--- src/rtl/wb_cmd_sequencer_pkg.sv ---
// Shared types for the Wishbone command sequencer.
//   CMD_W        : width of a command word to the SPI master
//   state_t      : sequencer FSM states
//   src_t        : origin of the command currently being issued
//   fmt_host_cmd : widens a 32-bit host word into the 34-bit command format
package wb_cmd_pkg;
  localparam int CMD_W = 34;

  typedef enum logic [1:0] {IDLE, SETUP, STB, GAP} state_t;
  typedef enum logic {HOST, IRQ} src_t;

  // Top two host bits are the opcode; two zero bits are inserted below them.
  function automatic logic [CMD_W-1:0] fmt_host_cmd(input logic [31:0] d);
    return {d[31:30], 2'b00, d[29:0]};
  endfunction
endpackage

--- src/rtl/wb_cmd_sequencer_if.sv ---
// Host/interrupt/Wishbone signal bundle for wb_cmd_sequencer.
//   ep_dataout, trigger : host command word and single-cycle request
//   int_i               : per-channel level interrupts
//   o_stb, cmd_word     : Wishbone strobe and command to the SPI master
//   o_ch                : channel of the current interrupt sequence
//   o_busy, o_ovf       : sequencer active / sticky host overflow
// slave = the sequencer, master = whoever drives host and interrupt lines.
interface wb_cmd_sequencer_if #(parameter int NCH = 2);
  import wb_cmd_pkg::*;
  localparam int CHW = (NCH > 1) ? $clog2(NCH) : 1;

  logic [31:0]      ep_dataout;
  logic             trigger;
  logic [NCH-1:0]   int_i;
  logic             o_stb;
  logic [CMD_W-1:0] cmd_word;
  logic [CHW-1:0]   o_ch;
  logic             o_busy;
  logic             o_ovf;

  modport slave  (input  ep_dataout, trigger, int_i,
                  output o_stb, cmd_word, o_ch, o_busy, o_ovf);
  modport master (output ep_dataout, trigger, int_i,
                  input  o_stb, cmd_word, o_ch, o_busy, o_ovf);
endinterface

--- src/rtl/wb_cmd_sequencer_rr_arbiter.sv ---
// Round-robin arbiter.
//   clk, rst  : clock, async active-high reset
//   i_req     : N request lines
//   i_accept  : the current grant is taken; advance the pointer
//   o_gnt     : one-hot grant, searched from last granted + 1
//   o_gnt_idx : binary index of o_gnt
module rr_arbiter #(
  parameter int N  = 2,
  parameter int PW = (N > 1) ? $clog2(N) : 1
) (
  input  logic          clk,
  input  logic          rst,
  input  logic [N-1:0]  i_req,
  input  logic          i_accept,
  output logic [N-1:0]  o_gnt,
  output logic [PW-1:0] o_gnt_idx
);
  // Reset to the last channel so the first search starts at channel 0.
  logic [PW-1:0] r_last;
  logic [PW-1:0] w_c;

  // Walk offsets from far to near so the nearest requester after r_last wins.
  always_comb begin
    o_gnt     = '0;
    o_gnt_idx = r_last;
    w_c       = '0;
    for (int k = N; k >= 1; k--) begin
      w_c = PW'((int'(r_last) + k) % N);
      if (i_req[w_c]) begin
        o_gnt     = N'(1) << w_c;
        o_gnt_idx = w_c;
      end
    end
  end

  always_ff @(posedge clk or posedge rst) begin
    if (rst)                     r_last <= PW'(N - 1);
    else if (i_accept && |i_req) r_last <= o_gnt_idx;
  end
endmodule

--- src/rtl/wb_cmd_sequencer.sv ---
// Turns host command words and per-channel interrupts into timed Wishbone
// strobe/command transactions for the SPI master.
//   clk, rst : clock, async active-high reset
//   bus      : wb_cmd_sequencer_if slave (host word/trigger, int_i in;
//              o_stb, cmd_word, o_ch, o_busy, o_ovf out)
// A host command issues one SETUP/STB/GAP frame; an interrupt edge issues
// RD_WORDS frames (READ_CMD then zero words) without host involvement.
module wb_cmd_sequencer import wb_cmd_pkg::*; #(
  parameter int               NCH       = 2,
  parameter int               SETUP_CYC = 1,
  parameter int               STB_CYC   = 2,
  parameter int               GAP_CYC   = 1,
  parameter int               RD_WORDS  = 2,
  parameter logic [CMD_W-1:0] READ_CMD  = 34'h200000001
) (
  input logic               clk,
  input logic               rst,
  wb_cmd_sequencer_if.slave bus
);
  localparam int CHW   = (NCH > 1) ? $clog2(NCH) : 1;
  localparam int MAXC  = (SETUP_CYC > STB_CYC) ?
                         ((SETUP_CYC > GAP_CYC) ? SETUP_CYC : GAP_CYC) :
                         ((STB_CYC > GAP_CYC) ? STB_CYC : GAP_CYC);
  localparam int CNT_W = $clog2(MAXC + 1);
  localparam int IDXW  = $clog2(RD_WORDS + 1);
  localparam logic [CNT_W-1:0] LD_SETUP = CNT_W'(SETUP_CYC - 1);
  localparam logic [CNT_W-1:0] LD_STB   = CNT_W'(STB_CYC - 1);
  localparam logic [CNT_W-1:0] LD_GAP   = CNT_W'(GAP_CYC - 1);
  localparam logic [IDXW-1:0]  IDX_LAST = IDXW'(RD_WORDS - 1);

  state_t           r_state, w_state_nxt;
  src_t             r_src;
  logic [CNT_W-1:0] r_cnt;
  logic [IDXW-1:0]  r_idx;
  logic             r_hp, r_ovf;
  logic [CMD_W-1:0] r_hw, r_cmd;
  logic [NCH-1:0]   r_ip, r_int_d;
  logic [CHW-1:0]   r_ch;

  logic [NCH-1:0]   w_int_edge, w_gnt;
  logic [CHW-1:0]   w_gnt_idx;
  logic             w_take_host, w_take_irq, w_cnt_done, w_more;

  // r_int_d resets to 0, so a line already high out of reset is an edge.
  assign w_int_edge  = bus.int_i & ~r_int_d;
  assign w_take_host = (r_state == IDLE) && r_hp;
  assign w_take_irq  = (r_state == IDLE) && !r_hp && (|r_ip);
  assign w_cnt_done  = (r_cnt == '0);
  assign w_more      = (r_src == IRQ) && (r_idx < IDX_LAST);

  rr_arbiter #(.N(NCH), .PW(CHW)) u_arb (
    .clk       (clk),
    .rst       (rst),
    .i_req     (r_ip),
    .i_accept  (w_take_irq),
    .o_gnt     (w_gnt),
    .o_gnt_idx (w_gnt_idx)
  );

  // FSM: state register
  always_ff @(posedge clk or posedge rst) begin
    if (rst) r_state <= IDLE;
    else     r_state <= w_state_nxt;
  end

  // FSM: next state
  always_comb begin
    w_state_nxt = r_state;
    unique case (r_state)
      IDLE:    if (r_hp || (|r_ip)) w_state_nxt = SETUP;
      SETUP:   if (w_cnt_done)      w_state_nxt = STB;
      STB:     if (w_cnt_done)      w_state_nxt = GAP;
      GAP:     if (w_cnt_done)      w_state_nxt = w_more ? SETUP : IDLE;
      default:                      w_state_nxt = IDLE;
    endcase
  end

  // FSM: outputs, decoded from the state register only
  always_comb begin
    bus.o_stb    = (r_state == STB);
    bus.o_busy   = (r_state != IDLE);
    bus.cmd_word = r_cmd;
    bus.o_ch     = r_ch;
    bus.o_ovf    = r_ovf;
  end

  // One shared down-counter, reloaded on every state change.
  always_ff @(posedge clk or posedge rst) begin
    if (rst) r_cnt <= '0;
    else if (w_state_nxt != r_state) begin
      unique case (w_state_nxt)
        SETUP:   r_cnt <= LD_SETUP;
        STB:     r_cnt <= LD_STB;
        GAP:     r_cnt <= LD_GAP;
        default: r_cnt <= '0;
      endcase
    end else if (!w_cnt_done) r_cnt <= r_cnt - CNT_W'(1);
  end

  // Command load, request capture and pending bookkeeping.
  always_ff @(posedge clk or posedge rst) begin
    if (rst) begin
      r_cmd   <= '0;
      r_src   <= HOST;
      r_ch    <= '0;
      r_idx   <= '0;
      r_hp    <= 1'b0;
      r_hw    <= '0;
      r_ovf   <= 1'b0;
      r_ip    <= '0;
      r_int_d <= '0;
    end else begin
      if (w_take_host) begin
        r_cmd <= r_hw;
        r_src <= HOST;
        r_hp  <= 1'b0;
      end else if (w_take_irq) begin
        r_cmd <= READ_CMD;
        r_src <= IRQ;
        r_ch  <= w_gnt_idx;
        r_idx <= '0;
      end else if ((r_state == GAP) && w_cnt_done && w_more) begin
        r_cmd <= '0;
        r_idx <= r_idx + IDXW'(1);
      end
      // A second trigger while one is still queued is dropped, not merged.
      if (bus.trigger) begin
        if (r_hp) r_ovf <= 1'b1;
        else begin
          r_hp <= 1'b1;
          r_hw <= fmt_host_cmd(bus.ep_dataout);
        end
      end
      // A new edge on the channel being granted re-pends it.
      r_ip    <= (r_ip & ~(w_take_irq ? w_gnt : '0)) | w_int_edge;
      r_int_d <= bus.int_i;
    end
  end
endmodule
--- src/flat_wrapper.sv ---
// flat-port wrapper written by rule: the top's interface ports become plain ports
module wb_cmd_sequencer_flat import wb_cmd_pkg::*;
#(
  parameter int               NCH       = 2,
  parameter int               SETUP_CYC = 1,
  parameter int               STB_CYC   = 2,
  parameter int               GAP_CYC   = 1,
  parameter int               RD_WORDS  = 2,
  parameter logic [CMD_W-1:0] READ_CMD  = 34'h200000001
)
  (clk, rst, bus_ep_dataout, bus_trigger, bus_int_i, bus_o_stb, bus_cmd_word, bus_o_ch, bus_o_busy, bus_o_ovf);
  wb_cmd_sequencer_if #(.NCH(NCH)) bus_i ();
  input logic clk;
  input logic rst;
  input wire logic [$bits(bus_i.ep_dataout)-1:0] bus_ep_dataout;
  input wire logic [$bits(bus_i.trigger)-1:0] bus_trigger;
  input wire logic [$bits(bus_i.int_i)-1:0] bus_int_i;
  output wire logic [$bits(bus_i.o_stb)-1:0] bus_o_stb;
  output wire logic [$bits(bus_i.cmd_word)-1:0] bus_cmd_word;
  output wire logic [$bits(bus_i.o_ch)-1:0] bus_o_ch;
  output wire logic [$bits(bus_i.o_busy)-1:0] bus_o_busy;
  output wire logic [$bits(bus_i.o_ovf)-1:0] bus_o_ovf;
  assign bus_i.ep_dataout = bus_ep_dataout;
  assign bus_i.trigger = bus_trigger;
  assign bus_i.int_i = bus_int_i;
  assign bus_o_stb = bus_i.o_stb;
  assign bus_cmd_word = bus_i.cmd_word;
  assign bus_o_ch = bus_i.o_ch;
  assign bus_o_busy = bus_i.o_busy;
  assign bus_o_ovf = bus_i.o_ovf;
  wb_cmd_sequencer #(.NCH(NCH), .SETUP_CYC(SETUP_CYC), .STB_CYC(STB_CYC), .GAP_CYC(GAP_CYC), .RD_WORDS(RD_WORDS), .READ_CMD(READ_CMD)) u_core (.clk(clk), .rst(rst), .bus(bus_i));
endmodule
--- config.mk ---
export PLATFORM = sky130hd
export DESIGN_NAME = wb_cmd_sequencer_flat
export DESIGN_NICKNAME = d
export VERILOG_FILES = /design/src/rtl/wb_cmd_sequencer_pkg.sv /design/src/rtl/wb_cmd_sequencer_if.sv /design/src/rtl/wb_cmd_sequencer_rr_arbiter.sv /design/src/rtl/wb_cmd_sequencer.sv /design/src/flat_wrapper.sv
export SDC_FILE = /design/constraint.sdc
export NUM_CORES = 1
export LEC_CHECK = 0
export CORE_MARGIN = 2
export CORE_UTILIZATION = 49
export DETAILED_ROUTE_END_ITERATION = 10
export PLACE_DENSITY = 0.79
export SETUP_SLACK_MARGIN = 0.5
export SLEW_MARGIN = 20
export SYNTH_ARGS = -nofsm -noshare
export SYNTH_HDL_FRONTEND = slang
export SYNTH_SLANG_ARGS = --single-unit
export TNS_END_PERCENT = 100
--- constraint.sdc ---
create_clock -name clk -period 3.35 [get_ports clk]
set_input_delay 0.8375 -clock clk [delete_from_list [all_inputs] [get_ports clk]]
set_output_delay 0.8375 -clock clk [all_outputs]
set_load 0.02 [all_outputs]
# [Word level (Yosys, flattened, before mapping)]
# Cells that the tools add are included.
[word_totals] inputBits=37 elab_cells=82 out_inout_bits=38 register_bits=81
[classes] shifts=2 eq_ne=6 n_lt_le_gt_ge=3 add_sub_neg=4 n_mux=28 bitwise=7 reduce_logical=20
[ops] operator="34-bit 2-to-1 mux" n=3
[ops] operator="2-bit 2-to-1 mux" n=11
[ops] operator="1-bit 2-to-1 mux" n=13
[ops] operator="2-bit one-hot mux with 4 select lines" n=1
[ops] operator="2-bit AND reduction" n=4
[ops] operator="1-bit logical AND" n=7
[ops] operator="2-bit equality test, second input constant" n=3
[ops] operator="2-bit nonzero test" n=3
[ops] operator="2-bit bitwise AND" n=2
[ops] operator="2-bit logical NOT" n=2
[ops] operator="1-bit by 2-bit < comparator with 1-bit output, second input constant" n=2
[ops] operator="2-bit inverter" n=2
[ops] operator="1-bit by 1-bit << shifter with 2-bit output, first input constant" n=2
[ops] operator="3-bit nonzero test" n=1
[ops] operator="1-bit adder, second input constant" n=2
[ops] operator="2-bit by 1-bit adder with 2-bit output, second input constant" n=1
[ops] operator="2-bit by 1-bit equality test with 1-bit output, second input constant" n=1
[ops] operator="2-bit by 1-bit < comparator with 1-bit output, second input constant" n=1
[ops] operator="2-bit inequality test" n=1
[ops] operator="2-bit inequality test, second input constant" n=1
[ops] operator="1-bit inverter" n=2
[ops] operator="2-bit bitwise OR" n=1
[ops] operator="2-bit OR reduction" n=1
[ops] operator="2-bit by 1-bit subtractor with 2-bit output, second input constant" n=1
[ops] operator="other kinds (2)" n=2

# [Depth between registers and ports, before layout]
[logic_depth] depth_word=9 depth_mapped=7 ltp_nobuf=5

# [Cells and area by module]
# From an unflattened synthesis, not the netlist that was laid out.
[hier_totals] cells_unflattened=283 area_unflattened_um2=3190.6
[modules_own_cells] mod="wb_cmd_sequencer" cells_per_inst=274 area_each_um2=3121.7 seq_area_each_um2=1951.9 instances=1
[modules_own_cells] mod="rr_arbiter" cells_per_inst=9 area_each_um2=68.8 seq_area_each_um2=26.3 instances=1

# [Least setup slack after synthesis]
# OpenSTA, ideal clock, no wires.
[synth_timing] path_type="input -> register" from="input bus_trigger" to="register u_core.r_hw[12]" stages=4 path_slack_ps=1551 setup_ps=125 required_ps=3225 arrival_ps=1674 n_path_buf=2 path_cell_list="nor2b_1 clkbuf_1 buf_2 mux2_2"
[synth_between] elab_chain_len=1
[synth_rtl] item="start: declaration" line="flat_wrapper.sv:16" text="input wire logic [$bits(bus_i.trigger)-1:0] bus_trigger;"
[synth_rtl] item="2-bit AND reduction (no line)"
[synth_rtl] item="end signal: assignment" line="wb_cmd_sequencer.sv:131" text="r_hw <= fmt_host_cmd(bus.ep_dataout);"
[synth_rtl] item="end: declaration" line="wb_cmd_sequencer.sv:36" text="logic [CMD_W-1:0] r_hw, r_cmd;"
# No other way between the ends.
# A chain may end at the register's enable or synchronous reset.

# [Final worst setup path]
[layout_timing] from="register u_core.r_state[1]" to="output bus_o_stb"
[layout_between] elab_chain_len=1
[layout_rtl] item="start: declaration" line="wb_cmd_sequencer.sv:31" text="state_t r_state, w_state_nxt;"
[layout_rtl] item="start signal: assignment" line="wb_cmd_sequencer.sv:63" text="else r_state <= w_state_nxt;"
[layout_rtl] item="2-bit equality test" line="wb_cmd_sequencer.sv:80" text="bus.o_stb = (r_state == STB);"
[layout_rtl] item="end: declaration" line="flat_wrapper.sv:18" text="output wire logic [$bits(bus_i.o_stb)-1:0] bus_o_stb;"
# No other way between the ends.

==> run summary <==
Grt total ovfl - 0
CTS root buffer - clkbuf_8
Post-synthesis sequential area ratio - 63.65%
Max FO, Critical Path - 9
Peak VDD IR - 0.6002 mV
Setup_tns - 0 ps
Post-route cell area - 0.004053 mm2
Post-Synth XOR/XNOR Area - 0.2818%
Vias in the first global route - 2016
Static leakage - 1.755 nW
GPL Wtd Cong - 0.7316
Netlist Area Pre-Place - 0.003108 mm2
Synth Flop Type - dfrtp_1
Tcrit/Tclk final - 79.61%
Syn Area/Cell - 14.46 um2
Endpoints failing setup - 0
Die Ht - 83.64 um
Max-Cap Viols - 0
Via count - 1943
Fin worst setup slack - 683.2 ps
Final min period - 2667 ps
DIE AREA - 0.006996 mm2
Clock buffer depth - 2
Share of cells above drive strength 1 - 28.62%
Antenna diodes - 0
Largest family of logic cells by synthesized area - compound AO/OA/AOI/OAI gates
Final hold viol count - 0
Critical Path End Type - primary output
Hold Path Class - register to register
Port Buf Inserts - 72
Crit path cell chain - inv_1 -> nor2_1 -> clkdlybuf4s50_1
Top cells by area, synth - dfrtp_1 63%, mux2_2 11%, a22o_2 8.1%, a22o_1 2.0%, buf_2 1.3%
Core area - 0.006241 mm2
Synthesis-stage register bit count - 79
Clock Latency Late Sink - 340 ps
Max_slew headroom - 39.05%
Family with the most delay on the worst path - buffers and inverters
Crit path launch type - register
Post-DRT Antenna Nets - 0
Ys async rst share - 100.0%
CP max stage cell - clkdlybuf4s50_1
Adder-cell share of the synthesized area - 0.8052%
Worst slack, placed - 944.1 ps
Synth Area in Compound Gates - 14.53%
Delay of the slowest critical-path stage - 620 ps
Cell taking the most area after synthesis - dfrtp_1
WL/cell - 16.08 um
Synth Area in Simple Gates - 4.469%
Synth top area share - 62.80%
Seq. cell area - 0.001978 mm2
Clk sink count - 79
Critical path class - register to primary output
Vias/cell - 5.294
CTS Buf Count - 9
Max Slew Vio Count - 0
Placed inst area - 0.003867 mm2
I/O pins - 75
Hpwl dp - 3869 um
Multi-input logic area - 999.7 um2
Status - finished clean
Synth cell count leaders - 78 x dfrtp_1, 30 x mux2_2, 25 x a22o_2, 9 x inv_1, 8 x buf_2
1st-iter DRT viols - 95
Syn Inst Count - 215
# rows - 29
Required time worst endpoint - 2510 ps
FMAX - 0.3750 GHz
Initial antenna violation count - 0
Pwr Density - 967.7 mW/mm2
Gr usage total - 17.89%
Post-CTS Setup Repair Bufs - 0
Layout area overhead - 30.39%
Layout net count - 325
WP buf/inv - 2
Die W - 83.64 um
Yosys cell types - 35
CTS tree - built
Total wire length - 5900 um
CTS Hold Bufs - 0
Clk_skew - 7.606 ps
Fillers - 490
Post-synth EDFFs - 0
First-pass GRT wire length - 9804 um
Initial core utilization - 49.80%
Multiplexer share of the synthesized area - 11.59%
Largest net degree at the start of global routing - 50
RSZ-0062 raised after global routing - no
Htree depth - 3
# DRC - 0
CTS clk-pin slew, worst paths - 80 ps
Most common cell in the synthesized netlist - dfrtp_1
Crit path arrival time - 1830 ps
Synthesis Warnings - 0
# resized after CTS - 0
Tightest Pin Transition - 914.3 ps
Number of detailed-routing iterations run before antenna repair - 4
flip-flops by register name, summed over array words and instances (netlist names):
signal               cells
u_core.r_cnt             2
u_core.bus.o_ch          1
u_core.r_idx             2
u_core.r_hw             32
u_core.r_ip              2
u_core.r_src             1
u_core.r_state           2
u_core.u_arb.r_last      1
u_core.bus.cmd_word     32
u_core.bus.o_ovf         1
u_core.r_int_d           2
u_core.r_hp              1
layer usage:
metal / GRT usage, % / share of wire, % / up-vias
met1: 23.94 / 44 / 973
met4: 7.625 / 1.9 / 0
li1: - / - / 908
met5: 0 / 0 / -
met2: 28.00 / 50 / 52
met3: 4.451 / 4.3 / 10
cells in the final DEF (no fill, tap or decap), types with 2 or more instances in the layout:
master	n
a21oi_1	4
clkdlybuf4s50_1	72
clkinvlp_4	2
conb_1	2
a21o_1	2
mux2_2	30
nand3_1	2
nand2_1	7
o21ai_0	3
nor2_1	6
a22o_1	7
buf_4	2
clkinv_2	3
a221o_2	2
mux2_1	2
dfrtp_1	78
a31oi_1	3
inv_1	8
ha_1	2
clkbuf_8	9
a22o_2	25
where the power goes:
part | internal, mW | switching, mW | leakage [nW]
combinational | 0.857 | 0.720 | 0.699
sequential | 1.39 | 0.286 | 0.960
clock | 0.339 | 0.332 | 0.0953
final timing paths:
| path | start | to | slack, ps | cells after the start |
|---|---|---|---|---|
| max in group asynchronous | rst | u_core.r_hw[15]$_DFFE_PP0P_ | 1750 | 3 |
| setup / recovery | u_core.r_state[1]$_DFF_PP0_ | bus_o_stb | 680 | 3 |
| hold reg to reg | u_core.bus.o_ovf$_DFFE_PP0P_ | u_core.bus.o_ovf$_DFFE_PP0P_ | 470 | 1 |
| setup reg to reg | u_core.r_cnt[0]$_DFFE_PP0P_ | u_core.bus.cmd_word[15]$_DFFE_PP0P_ | 1240 | 5 |
| min in group asynchronous | rst | u_core.r_hw[8]$_DFFE_PP0P_ | 950 | 2 |
| hold / removal | u_core.bus.o_ovf$_DFFE_PP0P_ | u_core.bus.o_ovf$_DFFE_PP0P_ | 470 | 1 |
area by class of cell:
type | instances | share of cell area, %
flip-flops and latches | 79 | 48.81
inverters | 9 | 0.9262
clock buffers | 9 | 3.057
repair buffers | 75 | 18.65
well taps | 77 | 2.377
clock inverters | 6 | 1.513
multi-input cells | 112 | 24.67
metrics by stage:
step	hold WS [ps]	instances	util (%)	power (mW)
global placement	442.9	352	61.97	3.207
detailed placement	447.3	352	61.97	3.277
CTS	464.9	367	64.94	3.956
floorplan	459.1	216	-	2.737
global route	489.7	367	64.94	4.169
finish	466.8	367	64.94	3.922
cell families after synthesis:
group,count (synthesis)
AO/OA/AOI/OAI,50
XOR/XNOR,1
adder cells (fa/ha/maj),2
buffers and inverters,25
flip-flops,79
multiplexers,32
other,1
AND/OR/NAND/NOR,25
No activity file was read; power rests on OpenSTA's default activity.
